<file path="src/rtl/button_event_ctrl.sv">
// Button event scheduler: press edges (and, with BTN_AUTOREPEAT_EN, long-press repeats) become pending bits,
// which are arbitrated round-robin onto one valid/ready port. A grant lands one cycle after a request; the slot holds while !evt_ready.
module button_event_ctrl #(
    parameter int N_BTN    = 4,
    parameter int ID_W     = 2,
    parameter int CNT_W    = 24,
    parameter int HOLD_CYC = 5000000,
    parameter int REP_CYC  = 1000000
) (
    input  logic             clk,
    input  logic             rst,
    input  logic [N_BTN-1:0] btn_deb,
    output logic             evt_valid,
    input  logic             evt_ready,
    output logic [ID_W-1:0]  evt_id,
    output logic             evt_rep,
    output logic [N_BTN-1:0] pend,
    output logic [7:0]       drop_cnt
);

    logic [N_BTN-1:0] btn_prev, rep, press, req, req_rep;
    logic [N_BTN-1:0] pend_nxt, rep_nxt, gnt_oh;
    logic [ID_W-1:0]  rr_ptr, gnt_id, ptr_nxt;
    logic             slot_free, gnt_vld, gnt_rep;
    logic [7:0]       drop_nxt;

    assign press     = btn_deb & ~btn_prev;
    assign slot_free = ~evt_valid | evt_ready;

`ifdef BTN_AUTOREPEAT_EN
    typedef enum logic [1:0] {IDLE, HOLD, REPEAT} hold_t;

    hold_t            state     [N_BTN];
    hold_t            state_nxt [N_BTN];
    logic [CNT_W-1:0] cnt       [N_BTN];
    logic [CNT_W-1:0] cnt_nxt   [N_BTN];
    logic [N_BTN-1:0] rep_req;

    always_ff @(posedge clk) begin
        for (int i = 0; i < N_BTN; i++) begin
            if (rst) begin
                state[i] <= IDLE;
                cnt[i]   <= '0;
            end else begin
                state[i] <= state_nxt[i];
                cnt[i]   <= cnt_nxt[i];
            end
        end
    end

    // Release wins over a terminal count reached in the same cycle.
    always_comb begin
        for (int i = 0; i < N_BTN; i++) begin
            state_nxt[i] = state[i];
            cnt_nxt[i]   = cnt[i];
            rep_req[i]   = 1'b0;
            if (!btn_deb[i]) begin
                state_nxt[i] = IDLE;
                cnt_nxt[i]   = '0;
            end else begin
                case (state[i])
                    IDLE: begin
                        if (press[i]) begin
                            state_nxt[i] = HOLD;
                            cnt_nxt[i]   = '0;
                        end
                    end
                    HOLD: begin
                        if (cnt[i] == CNT_W'(HOLD_CYC - 1)) begin
                            state_nxt[i] = REPEAT;
                            cnt_nxt[i]   = '0;
                            rep_req[i]   = 1'b1;
                        end else begin
                            cnt_nxt[i] = cnt[i] + 1'b1;
                        end
                    end
                    REPEAT: begin
                        if (cnt[i] == CNT_W'(REP_CYC - 1)) begin
                            cnt_nxt[i] = '0;
                            rep_req[i] = 1'b1;
                        end else begin
                            cnt_nxt[i] = cnt[i] + 1'b1;
                        end
                    end
                    default: begin
                        state_nxt[i] = IDLE;
                        cnt_nxt[i]   = '0;
                    end
                endcase
            end
        end
    end

    assign req     = press | rep_req;
    assign req_rep = rep_req & ~press;
`else
    logic unused_cfg;
    assign unused_cfg = ^{CNT_W, HOLD_CYC, REP_CYC};
    assign req        = press;
    assign req_rep    = '0;
`endif

    // Round-robin scan starting at rr_ptr, wrapping at N_BTN-1.
    always_comb begin
        int idx;
        idx     = 0;
        gnt_vld = 1'b0;
        gnt_id  = '0;
        gnt_rep = 1'b0;
        gnt_oh  = '0;
        ptr_nxt = rr_ptr;
        for (int off = 0; off < N_BTN; off++) begin
            idx = int'(rr_ptr) + off;
            if (idx >= N_BTN) idx = idx - N_BTN;
            if (!gnt_vld && pend[idx]) begin
                gnt_vld     = 1'b1;
                gnt_id      = ID_W'(idx);
                gnt_rep     = rep[idx];
                gnt_oh[idx] = slot_free;
                ptr_nxt     = (idx == N_BTN - 1) ? '0 : ID_W'(idx + 1);
            end
        end
    end

    // A request meeting a granted pend bit re-arms it; meeting an ungranted one is a drop.
    always_comb begin
        int drop_sum;
        drop_sum = int'(drop_cnt);
        pend_nxt = pend;
        rep_nxt  = rep;
        for (int i = 0; i < N_BTN; i++) begin
            if (req[i]) begin
                if (pend[i] && !gnt_oh[i]) begin
                    drop_sum = drop_sum + 1;
                end else begin
                    pend_nxt[i] = 1'b1;
                    rep_nxt[i]  = req_rep[i];
                end
            end else if (gnt_oh[i]) begin
                pend_nxt[i] = 1'b0;
            end
        end
        drop_nxt = (drop_sum > 255) ? 8'hff : 8'(drop_sum);
    end

    always_ff @(posedge clk) begin
        if (rst) begin
            btn_prev  <= '0;
            pend      <= '0;
            rep       <= '0;
            drop_cnt  <= '0;
            rr_ptr    <= '0;
            evt_valid <= 1'b0;
            evt_id    <= '0;
            evt_rep   <= 1'b0;
        end else begin
            btn_prev <= btn_deb;
            pend     <= pend_nxt;
            rep      <= rep_nxt;
            drop_cnt <= drop_nxt;
            if (slot_free) begin
                evt_valid <= gnt_vld;
                if (gnt_vld) begin
                    evt_id  <= gnt_id;
                    evt_rep <= gnt_rep;
                    rr_ptr  <= ptr_nxt;
                end
            end
        end
    end

endmodule

</file>
<file path="config.mk">
export PLATFORM = sky130hd
export DESIGN_NAME = button_event_ctrl
export DESIGN_NICKNAME = d
export VERILOG_FILES = /design/src/rtl/button_event_ctrl.sv
export SDC_FILE = /design/constraint.sdc
export NUM_CORES = 1
export LEC_CHECK = 0
export ABC_AREA = 1
export BUFFER_PORTS_ARGS = -buffer_cell sky130_fd_sc_hd__buf_2
export CORE_ASPECT_RATIO = 1.2
export CORE_MARGIN = 4
export CORE_UTILIZATION = 60
export CTS_CLUSTER_SIZE = 25
export DETAILED_ROUTE_END_ITERATION = 7
export PLACE_DENSITY = 0.8
export SYNTH_ARGS = -nofsm -noshare
export SYNTH_HDL_FRONTEND = slang
export SYNTH_SLANG_ARGS = --single-unit
export TNS_END_PERCENT = 30
</file>
<file path="constraint.sdc">
create_clock -name clk -period 6.1 [get_ports clk]
set_input_delay 0 -clock clk [delete_from_list [all_inputs] [get_ports clk]]
set_output_delay 0 -clock clk [all_outputs]
set_load 0.01 [all_outputs]
</file>
==> impl_metrics.env <==
export IMPL_outcome="complete, no violations"
export IMPL_layoutNonFillerInstCount=481
export IMPL_firstDrtPassIters=6
export IMPL_syn_inst=403
export IMPL_cts_buffer_depth=2
export IMPL_worst_pin_slew_ns=0.696
export IMPL_grt_remaining_overflow=0
export IMPL_ys_types=38
export IMPL_ys_seq_area_share_pct=16.9
export IMPL_skew_ns=0.00177
export IMPL_max_stage_delay_ns=0.67
export IMPL_dp_cells=473
export IMPL_netlist_area_sq_um=2490
export IMPL_synth_largest_area_cell="nand2_1"
export IMPL_dp_hpwl_um=4670
export IMPL_clk_pin_slew_ns=0.08
export IMPL_finalHoldViolCount=0
export IMPL_synth_area_top_cells="nand2_1 (17%), dfxtp_1 (17%), inv_1 (8.8%), nand3_1 (8.7%), ha_1 (5.5%)"
export IMPL_finalCriticalPeriod_ns=4.75
export IMPL_clock_sinks=21
export IMPL_cts_resized=0
export IMPL_via_per_inst=5.22
export IMPL_rsz0062_at_grt="false"
export IMPL_crit_type="flip-flop to flip-flop"
export IMPL_async_reset_ff_share_pct=0
export IMPL_cp_slowest_cell="dfxtp_1"
export IMPL_grt_pass1_vias=2208
export IMPL_die_y_um=78.5
export IMPL_post_cts_buffers=0
export IMPL_synth_seq_cells=21
export IMPL_synth_top_area_share_pct=17.1
export IMPL_setup_violations=0
export IMPL_final_nets=446
export IMPL_die_x_um=66.8
export IMPL_cts_buffers=3
export IMPL_place_area_sq_um=2610
export IMPL_start_util_pct=62.6
export IMPL_crit_arrival_ns=4.97
export IMPL_htreeDepth=1
export IMPL_synth_nets=421
export IMPL_totalWireLength_um=5740
export IMPL_maxCapViolCount=0
export IMPL_synth_edff_count=0
export IMPL_syn_to_final_growth_pct=8.56
export IMPL_p_leak_nw=1.40
export IMPL_cts_tree="done"
export IMPL_pre_cts_ws_ns=1.41
export IMPL_finalInstanceArea_sq_um=2700
export IMPL_fin_tns_setup_ns=0
export IMPL_synthFlopType="dfxtp_1"
export IMPL_grt_pass1_wl_um=9850
export IMPL_layout_drive_gt1_share_pct=20.8
export IMPL_vias=2513
export IMPL_drt_initial_drc_count=238
export IMPL_ys_warn_count=0
export IMPL_diodes=0
export IMPL_grt_max_degree=13
export IMPL_coreArea_sq_um=3970
export IMPL_row_count=25
export IMPL_crit_path_frequent_cell="nand2_1"
export IMPL_cts_root_buffer="clkbuf_8"
export IMPL_max_freq_mhz=210
export IMPL_postCtsHoldBufs=4
export IMPL_worstPathMaxFanout=11
export IMPL_hp_class="input port to flip-flop"
export IMPL_design_die_area_sq_um=5240
export IMPL_antenna_found_initial=0
export IMPL_worst_slack_ns=1.35
export IMPL_avgRoutedWirePerCell_um=11.9
export IMPL_ios=23
export IMPL_ant_nets=0
export IMPL_drc=0
export IMPL_syn_avg_cell_area_sq_um=6.17
export IMPL_post_route_period_util_pct=77.9
export IMPL_io_buffer_count=21
export IMPL_drv_slew=0
export IMPL_cp_required_ns=6.32
export IMPL_grt_usage_pct=23.9
export IMPL_slew_headroom_pct=53.4
export IMPL_ir_drop_uv=208
export IMPL_place_gp_congestion=0.972
export IMPL_utilization_pct=67.9
export IMPL_power_density_nw_per_um2=336
export IMPL_end_kind="flip-flop"
export IMPL_start_kind="flip-flop"
export IMPL_insertion_delay_ns=0.27
==> final timing paths <==
path | startpoint | endpoint | slack (ns) | cells after the start
worst min-delay path | rst | btn_prev[1] | 0.07 | 2
worst max register to register | rr_ptr[0] | drop_cnt[3] | 1.35 | 29
worst min register to register | btn_prev[3] | pend[3] | 0.51 | 3
worst max-delay path | rr_ptr[0] | drop_cnt[3] | 1.35 | 29
==> through the flow <==
step / power [mW] / hold slack [ns]
global placement: 0.788 / 0.212
floorplan: 0.692 / 0.107
finish: 0.906 / 0.0714
global route: 0.985 / 0.0918
CTS: 0.893 / 0.0829
detailed placement: 0.794 / 0.220
==> cells in the final DEF, fill, tap and decap left out, drive strengths merged, types with 7 or more instances in the layout <==
master,count
nand4,13
nand3,53
a21oi,7
o21ai,15
buf,21
inv,68
nand2,138
dfxtp,21
ha,11
nor2,49
==> area by class of cell <==
cell class / instances / area, sq um
Tap cell: 54 / 67.6
Multi-Input combinational cell: 308 / 1750
Timing Repair Buffer: 25 / 145
Inverter: 69 / 267
Sequential cell: 21 / 420
Fill cell: 393 / 1270
Clock buffer: 4 / 45.0
==> per-layer routing <==
metal  track usage [%]  wire (um)  part of all wire (%)
met1              34.3       2740                    48
met2              36.7       2490                    43
met5                 0          0                     0
met3              2.86        391                   6.8
met4              7.52        115                   2.0
==> report_power, final <==
part	leakage [nW]	internal (mW)	switching, mW
combinational	1.20	0.198	0.414
clock	0.0228	0.0467	0.0504
sequential	0.173	0.161	0.0353
total	1.40	0.406	0.500
==> state kept, by name, summed over array words and instances, names as in the netlist <==
name       flops
btn_prev       4
pend           4
evt_id         2
rr_ptr         2
drop_cnt       8
evt_valid      1
==> critical path, delay by kind of cell (launching register included) <==
| family | cells | cell delay [ns] |
|---|---|---|
| fa+ha+maj | 4 | 1.12 |
| buf+inv | 3 | 0.35 |
| flops | 1 | 0.67 |
| simple gates | 22 | 2.58 |
==> synthesized netlist by cell type, types with 2 or more instances <==
| cell | count |
|---|---|
| nand2_1 | 113 |
| inv_1 | 58 |
| nand3_1 | 43 |
| nor2_1 | 35 |
| dfxtp_1 | 21 |
| nand2_2 | 18 |
| o21ai_0 | 14 |
| ha_1 | 11 |
| nand4_1 | 11 |
| inv_2 | 9 |
| nor2_4 | 8 |
| a21oi_1 | 7 |
| nand2_4 | 7 |
| nand3_2 | 7 |
| nor2_2 | 5 |
| nor3_1 | 4 |
| xnor2_1 | 4 |
| a22oi_1 | 3 |
| buf_6 | 3 |
| nand3_4 | 3 |
| xor2_1 | 2 |
==> cell families after synthesis <==
group           after synthesis  share of synthesized area [%]
fa+ha+maj                    11                           5.54
buf+inv                      74                           12.5
xor+xnor                      6                           2.11
simple gates                259                           55.3
compound gates               31                           7.50
flops                        21                           16.9
other cells                   1                          0.151
Note: power is estimated with default switching activity, not from simulation.
